==> src/rtl/uart_code_loader.sv <==
// UART code loader: receives a framed program and writes 16-bit words into the BXU code RAM.
// Frame: A5, LEN_LO, LEN_HI, LEN x {W_LO, W_HI}, CSUM (XOR of every byte after the sync byte).
//
// Ports:
//   clk, rst             clock, synchronous active-high reset
//   rx_data, rx_ready    byte from UART receiver; rx_done acknowledges it for one cycle
//   code_addr/data/wr    code RAM write port; one strobe per assembled word
//   hold                 holds the BXU until a frame loads with a good checksum
//   busy                 frame in progress
//   load_ok, load_err    sticky outcome of the last frame
module uart_code_loader #(
  parameter int          CODE_BITWIDTH  = 16,
  parameter int          ADDR_BITWIDTH  = 16,
  parameter int          DEPTH          = 256,
  parameter logic [7:0]  SYNC_BYTE      = 8'hA5,
  parameter int          TIMEOUT_CYCLES = 5_000_000
) (
  input  logic                     clk,
  input  logic                     rst,
  input  logic [7:0]               rx_data,
  input  logic                     rx_ready,
  output logic                     rx_done,
  output logic [ADDR_BITWIDTH-1:0] code_addr,
  output logic [CODE_BITWIDTH-1:0] code_data,
  output logic                     code_wr,
  output logic                     hold,
  output logic                     busy,
  output logic                     load_ok,
  output logic                     load_err
);

  typedef enum logic [2:0] {
    IDLE, LEN_LO, LEN_HI, W_LO, W_HI, CSUM, ERR
  } state_t;

  localparam logic [16:0] DEPTH_W  = 17'(DEPTH);
  localparam logic [31:0] TMO_LAST = 32'(TIMEOUT_CYCLES - 1);

  state_t      state;
  logic        armed;
  logic [7:0]  csum;
  logic [7:0]  len_lo;
  logic [15:0] len;
  logic [7:0]  lo_byte;
  logic [31:0] timer;
  logic        acc;
  logic [15:0] len_in;
  logic        in_frame;

  assign acc      = rx_ready & armed;
  assign len_in   = {rx_data, len_lo};
  assign in_frame = (state != IDLE) && (state != ERR);

  always_ff @(posedge clk) begin
    if (rst) begin
      state     <= IDLE;
      armed     <= 1'b0;
      csum      <= 8'd0;
      len_lo    <= 8'd0;
      len       <= 16'd0;
      lo_byte   <= 8'd0;
      timer     <= 32'd0;
      rx_done   <= 1'b0;
      code_addr <= '0;
      code_data <= '0;
      code_wr   <= 1'b0;
      hold      <= 1'b1;
      busy      <= 1'b0;
      load_ok   <= 1'b0;
      load_err  <= 1'b0;
    end else begin
      rx_done <= 1'b0;
      code_wr <= 1'b0;
      // Re-arm only after rx_ready drops so a held byte is consumed once.
      if (!rx_ready) armed <= 1'b1;
      // Address advances the cycle after each write strobe.
      if (code_wr) code_addr <= code_addr + ADDR_BITWIDTH'(1);
      if (state != IDLE) timer <= timer + 32'd1;
      if (acc) begin
        armed   <= 1'b0;
        rx_done <= 1'b1;
        timer   <= 32'd0;
        if (state != IDLE) csum <= csum ^ rx_data;
      end
      unique case (state)
        IDLE: begin
          if (acc && rx_data == SYNC_BYTE) begin
            state     <= LEN_LO;
            hold      <= 1'b1;
            load_ok   <= 1'b0;
            load_err  <= 1'b0;
            csum      <= 8'd0;
            code_addr <= '0;
            busy      <= 1'b1;
          end
        end
        LEN_LO: begin
          if (acc) begin
            len_lo <= rx_data;
            state  <= LEN_HI;
          end
        end
        LEN_HI: begin
          if (acc) begin
            len <= len_in;
            if ({1'b0, len_in} > DEPTH_W) state <= ERR;
            else if (len_in == 16'd0)     state <= CSUM;
            else                          state <= W_LO;
          end
        end
        W_LO: begin
          if (acc) begin
            lo_byte <= rx_data;
            state   <= W_HI;
          end
        end
        W_HI: begin
          if (acc) begin
            code_data <= CODE_BITWIDTH'({rx_data, lo_byte});
            code_wr   <= 1'b1;
            if (code_addr == ADDR_BITWIDTH'(len - 16'd1))
              state <= CSUM;
            else
              state <= W_LO;
          end
        end
        CSUM: begin
          if (acc) begin
            if (rx_data == csum) begin
              state   <= IDLE;
              load_ok <= 1'b1;
              hold    <= 1'b0;
              busy    <= 1'b0;
            end else begin
              state <= ERR;
            end
          end
        end
        ERR: begin
          load_err <= 1'b1;
          busy     <= 1'b0;
          timer    <= 32'd0;
          state    <= IDLE;
        end
        default: state <= IDLE;
      endcase
      // A stalled sender aborts the frame; words already written stay.
      if (!acc && in_frame && timer >= TMO_LAST) state <= ERR;
    end
  end

endmodule
==> config.mk <==
export PLATFORM = sky130hd
export DESIGN_NAME = uart_code_loader
export DESIGN_NICKNAME = d
export VERILOG_FILES = /design/src/rtl/uart_code_loader.sv
export SDC_FILE = /design/constraint.sdc
export NUM_CORES = 1
export LEC_CHECK = 0
export BUFFER_PORTS_ARGS = -buffer_cell sky130_fd_sc_hd__buf_2
export CAP_MARGIN = 30
export CORE_MARGIN = 2
export CORE_UTILIZATION = 45
export CTS_BUF_LIST = sky130_fd_sc_hd__clkbuf_8 sky130_fd_sc_hd__clkbuf_16
export DETAILED_ROUTE_END_ITERATION = 12
export PLACE_DENSITY = 0.73
export SETUP_SLACK_MARGIN = 0.15
export SYNTH_ARGS = -nofsm -noshare
export SYNTH_HDL_FRONTEND = slang
export SYNTH_SLANG_ARGS = --single-unit
==> constraint.sdc <==
create_clock -name clk -period 4.99 [get_ports clk]
set_input_delay 0 -clock clk [delete_from_list [all_inputs] [get_ports clk]]
set_output_delay 0 -clock clk [all_outputs]
set_load 0.01 [all_outputs]
==> flow_summary.json, run 1 <==
{
  "num_vias": 4510,
  "synth_flop_cell": "dfxtp_1",
  "root_buffer": "clkbuf_16",
  "gr-usage-all-layers_pct": 19.31,
  "finalHoldViolations": 0,
  "ff2ff_path_depth": 7,
  "path_cells": "o311a_2, nand4_2, or3_4, nor2_2, nand4_1, or3_1, a21oi_1",
  "cts_tree": "built",
  "grt-busiest-layer": "met2",
  "place_hpwl_um": 7943,
  "endpoint_kind": "flop",
  "drv_slew": 0,
  "synthesis.nets": 660,
  "critPathArrivalTime_ns": 2.68,
  "gp_congestion": 0.8344,
  "use_met2_pct": 32.37,
  "antenna_left": 0,
  "crit_fanout": 12,
  "drv_cap": 0,
  "setup_tns_ns": 0,
  "synth.largest_area_cell": "dfxtp_1",
  "synth.distinct_cells": 53,
  "synthArstFlopShare_pct": 0,
  "leakage_nw": 2.442,
  "cp-start-kind": "flop",
  "vdd_drop_max_v": 0.0002562,
  "setup_ws_ns": 2.636,
  "crit_path_top_delay_cell": "dfxtp_1",
  "gr-total-overflow": 0,
  "fin_skew_ns": 0.01007,
  "synth-edff-count": 0,
  "stdcell_count": 844,
  "drt_first_pass_iters": 5,
  "initialDrtViolationCount": 313,
  "ys_seq_elements": 114,
  "ios": 49,
  "slew_headroom_pct": 29.81,
  "crit_family": "simple AND/OR/NAND/NOR gates",
  "yosysWarnings": 0,
  "synth_cells": 646,
  "cts_sinks": 114,
  "hp-class": "input port to flop",
  "core_area_sq_mm": 0.01142,
  "nets": 702,
  "synth_area_sq_mm": 0.005273,
  "cts.path.max_buffers": 2,
  "synthTopCellsByArea": "dfxtp_1 (43%), xor2_1 (9.0%), nand2_1 (7.9%)",
  "grt_use_met3_pct": 5.670,
  "path_depth": 7,
  "r2r_slack_ns": 2.64,
  "final.min_clock_period_ns": 2.354,
  "status": "finished clean",
  "die_area_sq_mm": 0.01260,
  "critPathMaxStageDelay_ns": 0.54,
  "area_growth_pct": 18.98,
  "drive_above_1_share_pct": 13.69,
  "wl_per_cell_um": 13.72,
  "min_delay_path_depth": 2,
  "rsz0062_at_grt": "false",
  "rows": 39,
  "dp_slack_ns": 2.633,
  "die_x_um": 112.2,
  "htree_levels": 4,
  "drc_errors": 0,
  "fin_util_pct": 54.94,
  "die_y_um": 112.2,
  "syn_area_per_cell_sq_um": 8.162,
  "io_buffers": 48,
  "cts_buffers": 17,
  "finalPower_w": 0.002183,
  "yosysSeqAreaShare_pct": 43.28,
  "grt_antenna_before_repair": 0,
  "worst-path-buf-inv": 0,
  "place_inst": 802,
  "setup-violations-final": 0,
  "antennaDiodeCount": 0,
  "grt_pass1_vias": 4475,
  "synth_top_area_share_pct": 43.28,
  "routed_wl_um": 11580,
  "grt_max_degree": 61,
  "max_freq_mhz": 424.8,
  "finalCritPeriodShare_pct": 47.18,
  "grt_pass1_wl_um": 20050,
  "worst_pin_slew_ns": 1.053,
  "grtUsageMet1_pct": 23.16,
  "worstSetupPathType": "flop to flop",
  "pwr_density_cell_mw_per_mm2": 347.9,
  "synth_most_common_cell": "dfxtp_1",
  "start_util_pct": 46.18,
  "via_per_inst": 5.344,
  "yosys-top-cells-count": "dfxtp_1 (114), nand2_1 (111), nor2_1 (89)",
  "fillCellCount": 1065,
  "clk_pin_slew_worst_paths_ns": 0.05,
  "insertion_delay_ns": 0.41,
  "cp.required_ns": 5.32
}
-- registers in the layout, indices dropped and copies added, names as in the netlist, 3 cells and up --
name and count:
timer 32, code_addr 16, code_data 16, len 16, csum 8, len_lo 8
lo_byte 8, state 3
-- per-stage QoR --
step | area [sq um] | hold slack [ns]
detailed placement | 5547 | 0.1960
global placement | 5547 | 0.1867
floorplan | 5273 | 0.07238
CTS | 6246 | 0.2399
global route | 6274 | 0.2895
finish | 6274 | 0.2784
-- routing by layer --
| layer | share of wire, % | up-vias |
|---|---|---|
| met3 | 2.5 | 12 |
| met2 | 51 | 74 |
| met5 | 0 | - |
| li1 | - | 2270 |
| met1 | 46 | 2154 |
| met4 | 1.3 | 0 |
-- power by group --
part	internal, W	total (W)	leakage (nW)	switching [W]
Clock	0.000788	0.00123	0.290	0.000438
Sequential	0.000911	0.000912	0.918	0.000000312
Combinational	0.0000146	0.0000453	1.23	0.0000307
Total	0.00171	0.00218	2.44	0.000469
-- kinds of logic after synthesis --
logic type	count (synthesis)	synth area share [%]
flops	114	43.28
mux	9	1.709
compound gates	94	10.25
simple gates	300	26.77
buf+inv	42	3.322
xor+xnor	84	13.95
fa+ha+maj	3	0.7120
-- final timing paths --
check                             startpoint            to
worst max register to register      state[0]     timer[29]
worst min-delay path                     rst         armed
worst min register to register  code_data[5]  code_data[5]
worst max-delay path                state[0]     timer[29]
-- cell usage in the layout, fill, tap and decap left out, drive strengths merged, types with 3 or more instances in the layout --
cell type	instances
o21ai	25
nand2	111
nand2b	4
clkinvlp	3
a21oi	55
dfxtp	114
xor2	54
inv	8
nor3	8
nand4	17
bufinv	3
dlygate4sd3	9
buf	50
and4	3
clkinv	7
nand3	21
ha	3
nor2	90
or2	3
mux2i	9
clkbuf	17
nor4	12
xnor2	30
and3	10
or4	3
or3	9
-- worst reg2reg max path, cell delays in order (launching register included) --
cell	delay (ns)
dfxtp_1	0.54
o311a_2	0.26
nand4_2	0.19
or3_4	0.41
nor2_2	0.11
nand4_1	0.22
or3_1	0.38
a21oi_1	0.17
-- timing repair --
item / in CTS / in global routing
hold endpoints to repair: 35 / 0
buffers inserted: 0 / 0
resized for setup: 0 / 0
hold buffers: 9 / 0
-- cell type report --
class	count	area [sq um]	area share, %
flip-flops and latches	114	2282	36.38
well taps	143	178.9	2.852
clock buffers	17	425.4	6.781
repair buffers	59	365.4	5.824
inverters	6	22.52	0.3590
clock inverters	15	183.9	2.932
multi-input cells	490	2815	44.87
Note: power is estimated with default switching activity, not from simulation.
==> run 2, diff against run 1 <==
==> constraint.sdc (replaced) <==
create_clock -name clk -period 2.45 [get_ports clk]
set_input_delay 0 -clock clk [delete_from_list [all_inputs] [get_ports clk]]
set_output_delay 0 -clock clk [all_outputs]
set_load 0.01 [all_outputs]
==> flow_summary.json, run 2 (synthesis gave the netlist of run 1 again) <==
{
  "layout_commonest_cell": "nand2_1",
  "worst_pin_slew_ns": 0.5470,
  "status": "finished clean",
  "fin_skew_ns": 0.007433,
  "worstSetupPathType": "flop to flop",
  "drc_errors": 0,
  "cp-start-kind": "flop",
  "p_sw_share_pct": 21.87,
  "place_hpwl_um": 8286,
  "nets": 716,
  "finalHoldViolations": 0,
  "finalPower_w": 0.004305,
  "largest-register": "timer",
  "crit_fanout": 4,
  "rows": 39,
  "grt_max_degree": 32,
  "drv_slew": 0,
  "die_y_um": 112.2,
  "hp-class": "input port to flop",
  "crit_path_top_delay_cell": "or4_4",
  "cts.path.max_buffers": 2,
  "root_buffer": "clkbuf_16",
  "core_area_sq_mm": 0.01142,
  "cts_sinks": 114,
  "num_vias": 4638,
  "pwr_density_cell_mw_per_mm2": 677.4,
  "setup-violations-final": 0,
  "wl_per_cell_um": 14.06,
  "critPathArrivalTime_ns": 2.54,
  "drv_cap": 0,
  "ios": 49,
  "gr-usage-all-layers_pct": 19.91,
  "cts_buffers": 17,
  "critPathMaxStageDelay_ns": 0.56,
  "finalCritPeriodShare_pct": 91.89,
  "vdd_drop_max_v": 0.0005233,
  "cts_tree": "built",
  "clkPwrFrac_pct": 54.9,
  "gr-total-overflow": 0,
  "grt_pass1_wl_um": 20580,
  "endpoint_kind": "flop",
  "max_freq_mhz": 444.2,
  "slew_headroom_pct": 63.40,
  "antennaDiodeCount": 0,
  "routed_wl_um": 12060,
  "grt_pass1_vias": 4452,
  "rsz0062_at_grt": "true",
  "leakage_nw": 2.504,
  "final.min_clock_period_ns": 2.251,
  "layout_common_cells": "nand2_1 (111), dfxtp_1 (108), nor2_1 (89), a21oi_1 (55), xor2_1 (54)",
  "setup_tns_ns": 0,
  "via_per_inst": 5.406,
  "fillCellCount": 1031,
  "insertion_delay_ns": 0.41,
  "grt_antenna_before_repair": 0,
  "combPwrFrac_pct": 2.1,
  "io_buffers": 48,
  "cp.required_ns": 2.74,
  "gp_congestion": 0.8584,
  "start_util_pct": 46.18,
  "antenna_left": 0,
  "clk_pin_slew_worst_paths_ns": 0.06,
  "drt_first_pass_iters": 7,
  "die_area_sq_mm": 0.01260,
  "path_cells": "or4_4, nor3_4, buf_6, a41oi_1, nor4_2, and3_1, o211ai_1",
  "pwr-share-seq_pct": 43.0,
  "initialDrtViolationCount": 367,
  "p_sw_w": 0.0009417,
  "die_x_um": 112.2,
  "area_growth_pct": 20.53,
  "drive_above_1_share_pct": 16.22,
  "largest_register_ffs": 32,
  "internal-power_w": 0.003363,
  "htree_levels": 4
}
[run 2: cell count changes in the layout (fill, tap and decap cells not counted), sizes merged]
cell / change
bufinv: -1
inv: +1
buf: +14
[run 2: power groups by stage]
stage / logic, W / clock network [W] / registers (W)
3_3_place_gp: 0.0000785 / 0 / 0.00190
2_1_floorplan: 0.0000471 / 0 / 0.00190
6_report: 0.0000910 / 0.00236 / 0.00185
4_1_cts: 0.0000908 / 0.00241 / 0.00186
5_1_grt: 0.0000987 / 0.00250 / 0.00185
3_5_place_dp: 0.0000801 / 0 / 0.00190
[run 2: through the flow]
step | setup WS, ns | util (%) | hold slack [ns] | area (sq um) | std cells
floorplan | 0.3887 | - | 0.07238 | 5273 | 646
global placement | 0.2033 | 49.17 | 0.1874 | 5614 | 811
detailed placement | 0.1128 | 49.17 | 0.1882 | 5614 | 811
CTS | 0.1691 | 55.08 | 0.03488 | 6290 | 854
global route | 0.1412 | 55.65 | 0.07385 | 6355 | 858
finish | 0.1987 | 55.65 | 0.04786 | 6355 | 858
[run 2: routing by layer]
layer / GRT usage (%) / share of wire, % / wire [um]
met5: 0 / 0 / 0
met1: 24.15 / 45 / 5371
met3: 5.130 / 3.7 / 452
met2: 33.61 / 50 / 6050
met4: 8.455 / 1.5 / 186
[run 2: critical path, delay by kind of cell, from the launching register on]
kind	cells	cell delay [ns]
simple gates	4	1.44
compound gates	2	0.19
flops	1	0.35
buf+inv	1	0.14
[run 2: cell type report]
| type | count | area [sq um] | area share (%) |
|---|---|---|---|
| Clock buffer | 17 | 425.4 | 6.694 |
| Clock inverter | 15 | 145.1 | 2.284 |
| Inverter | 6 | 22.52 | 0.3544 |
| Multi-Input combinational cell | 490 | 2829 | 44.52 |
| Sequential cell | 114 | 2300 | 36.19 |
| Tap cell | 143 | 178.9 | 2.816 |
| Timing Repair Buffer | 73 | 454.2 | 7.147 |
[run 2: worst paths after layout]
kind	startpoint	endpoint	slack, ns	cells after the start
worst max-delay path	len[3]	state[1]	0.20	7
worst min register to register	lo_byte[0]	code_data[0]	0.45	2
worst max register to register	len[3]	state[1]	0.20	7
worst min-delay path	rst	load_err	0.05	2
[run 2: what timing repair did]
item,4_1_cts,5_1_grt
cloned,0,0
hold endpoints to repair,34,0
gates resized for setup,0,15
setup endpoints to repair,1,4
pin swaps,2,5
hold buffers,9,0
setup buffers,2,4
==> run 3, diff against run 2 <==
--- a/config.mk
+++ b/config.mk
@@ -7,11 +7,12 @@
 export LEC_CHECK = 0
 export BUFFER_PORTS_ARGS = -buffer_cell sky130_fd_sc_hd__buf_2
 export CAP_MARGIN = 30
+export CORE_ASPECT_RATIO = 2
 export CORE_MARGIN = 2
 export CORE_UTILIZATION = 45
 export CTS_BUF_LIST = sky130_fd_sc_hd__clkbuf_8 sky130_fd_sc_hd__clkbuf_16
 export DETAILED_ROUTE_END_ITERATION = 12
-export PLACE_DENSITY = 0.73
+export PLACE_DENSITY = 0.76
 export SETUP_SLACK_MARGIN = 0.15
 export SYNTH_ARGS = -nofsm -noshare
 export SYNTH_HDL_FRONTEND = slang
==> constraint.sdc (replaced) <==
create_clock -name clk -period 1.9 [get_ports clk]
set_input_delay 0 -clock clk [delete_from_list [all_inputs] [get_ports clk]]
set_output_delay 0 -clock clk [all_outputs]
set_load 0.01 [all_outputs]
==> flow_summary.json, run 3 (synthesis gave the netlist of run 1 again) <==
{
  "grt_antenna_before_repair": 0,
  "die_x_um": 80.54,
  "layout_common_cells": "nand2_1 (108), dfxtp_1 (94), nor2_1 (85), buf_4 (73)",
  "insertion_delay_ns": 0.42,
  "cts_sinks": 114,
  "grt_pass1_vias": 4813,
  "final.min_clock_period_ns": 2.205,
  "worstSetupPathType": "flop to flop",
  "die_area_sq_mm": 0.01265,
  "antennaDiodeCount": 0,
  "drv_slew": 0,
  "p_sw_share_pct": 19.67,
  "vdd_drop_max_v": 0.0007070,
  "via_per_inst": 5.501,
  "placed_cell_area_sq_mm": 0.006143,
  "hp-class": "input port to flop",
  "drv_cap": 0,
  "worst_pin_slew_ns": 0.5572,
  "cts_tree": "built",
  "slew_headroom_pct": 62.76,
  "rsz0062_at_grt": "true",
  "violations": "negative setup slack",
  "wl_per_cell_um": 15.86,
  "drt_first_pass_iters": 5,
  "path_cells": "inv_1, ha_1, nor3b_2, xnor2_1, nor4_1, nor2_1, o21ai_0, and3_4, o211ai_1",
  "root_buffer": "clkbuf_16",
  "initialDrtViolationCount": 355,
  "combPwrFrac_pct": 2.4,
  "start_util_pct": 45.61,
  "cts_buffers": 17,
  "leakage_nw": 2.931,
  "finalHoldViolations": 0,
  "fin_util_pct": 62.03,
  "cp.required_ns": 2.20,
  "setup_tns_ns": -0.9072,
  "routed_wl_um": 14590,
  "largest_register_ffs": 32,
  "nets": 776,
  "fin_area_sq_mm": 0.007172,
  "pwr_density_cell_mw_per_mm2": 866.2,
  "setup_ws_ns": -0.3048,
  "crit_fanout": 4,
  "htree_levels": 4,
  "grt_pass1_wl_um": 22430,
  "dp_slack_ns": -0.2383,
  "cts.path.max_buffers": 2,
  "finalCritPeriodShare_pct": 116.0,
  "rows": 56,
  "clk_pin_slew_worst_paths_ns": 0.06,
  "ios": 49,
  "gr-total-overflow": 0,
  "drive_above_1_share_pct": 28.26,
  "antenna_left": 0,
  "layout_commonest_cell": "nand2_1",
  "num_vias": 5061,
  "critPathArrivalTime_ns": 2.51,
  "cp-start-kind": "flop",
  "gp_congestion": 0.9301,
  "largest-register": "timer",
  "die_y_um": 157.1,
  "gr-usage-all-layers_pct": 22.51,
  "core_area_sq_mm": 0.01156,
  "setup-violations-final": 6,
  "grt_max_degree": 44,
  "drc_errors": 0,
  "endpoint_kind": "flop",
  "io_buffers": 48,
  "fillCellCount": 913,
  "max_freq_mhz": 453.6,
  "internal-power_w": 0.004990,
  "area_growth_pct": 36.02,
  "fin_skew_ns": 0.008951,
  "clkPwrFrac_pct": 59.1,
  "crit_path_top_delay_cell": "nor4_1",
  "critPathMaxStageDelay_ns": 0.33,
  "pwr-share-seq_pct": 38.5,
  "place_hpwl_um": 9046,
  "p_sw_w": 0.001222,
  "status": "finished with violations"
}
run 3: area by class of cell:
type,count,area [sq um],share of cell area (%)
sequential,114,2307,32.17
multi-input combinational,490,3035,42.32
timing repair buffer,133,947.2,13.21
inverter,6,22.52,0.3140
tap,145,181.4,2.530
clock buffer,20,466.7,6.507
clock inverter,12,211.5,2.948
run 3: timing repair:
action	CTS	global route
pin swaps	18	13
endpoints found under the setup margin	10	40
hold buffers	6	0
cloned	0	2
setup buffers	0	5
gates resized for setup	32	28
hold endpoints to repair	18	0
run 3: per-layer routing:
metal,up-vias,track usage (%),part of all wire (%)
met1,2411,26.94,41
met5,-,0,0
met2,193,38.10,51
li1,2419,-,-
met4,0,9.201,2.9
met3,38,5.390,5.8
run 3: worst max-delay path: cells and delay by family, from the launching register on:
family,cells,cell delay [ns]
XOR/XNOR,1,0.11
buffers and inverters,1,0.06
flip-flops,1,0.32
AND/OR/NAND/NOR,4,0.98
AO/OA/AOI/OAI,2,0.38
adder cells (fa/ha/maj),1,0.25
run 3: path summary, 6_finish.rpt:
path / startpoint / to / slack [ns] / cells past startpoint
setup / recovery: len[1] / state[1] / -0.30 / 9
hold / removal: rx_data[6] / lo_byte[6] / 0.01 / 4
setup reg to reg: len[1] / state[1] / -0.30 / 9
hold reg to reg: lo_byte[3] / code_data[3] / 0.46 / 2
run 3: metrics by stage:
stage | instances | total power (W) | hold WS [ns]
after floorplan | 646 | 0.002508 | 0.07238
after global placement | 875 | 0.002566 | 0.1836
after detailed placement | 875 | 0.002567 | 0.1900
after CTS | 913 | 0.006207 | 0.001525
after global routing | 920 | 0.006358 | 0.02682
final | 920 | 0.006212 | 0.01412
run 3: power by group through the flow:
stage / clock network [W] / registers [W] / logic (W)
final: 0.00367 / 0.00239 / 0.000148
after global routing: 0.00381 / 0.00239 / 0.000155
after CTS: 0.00368 / 0.00239 / 0.000131
after detailed placement: 0 / 0.00245 / 0.000121
after global placement: 0 / 0.00245 / 0.000120
after floorplan: 0 / 0.00245 / 0.0000627
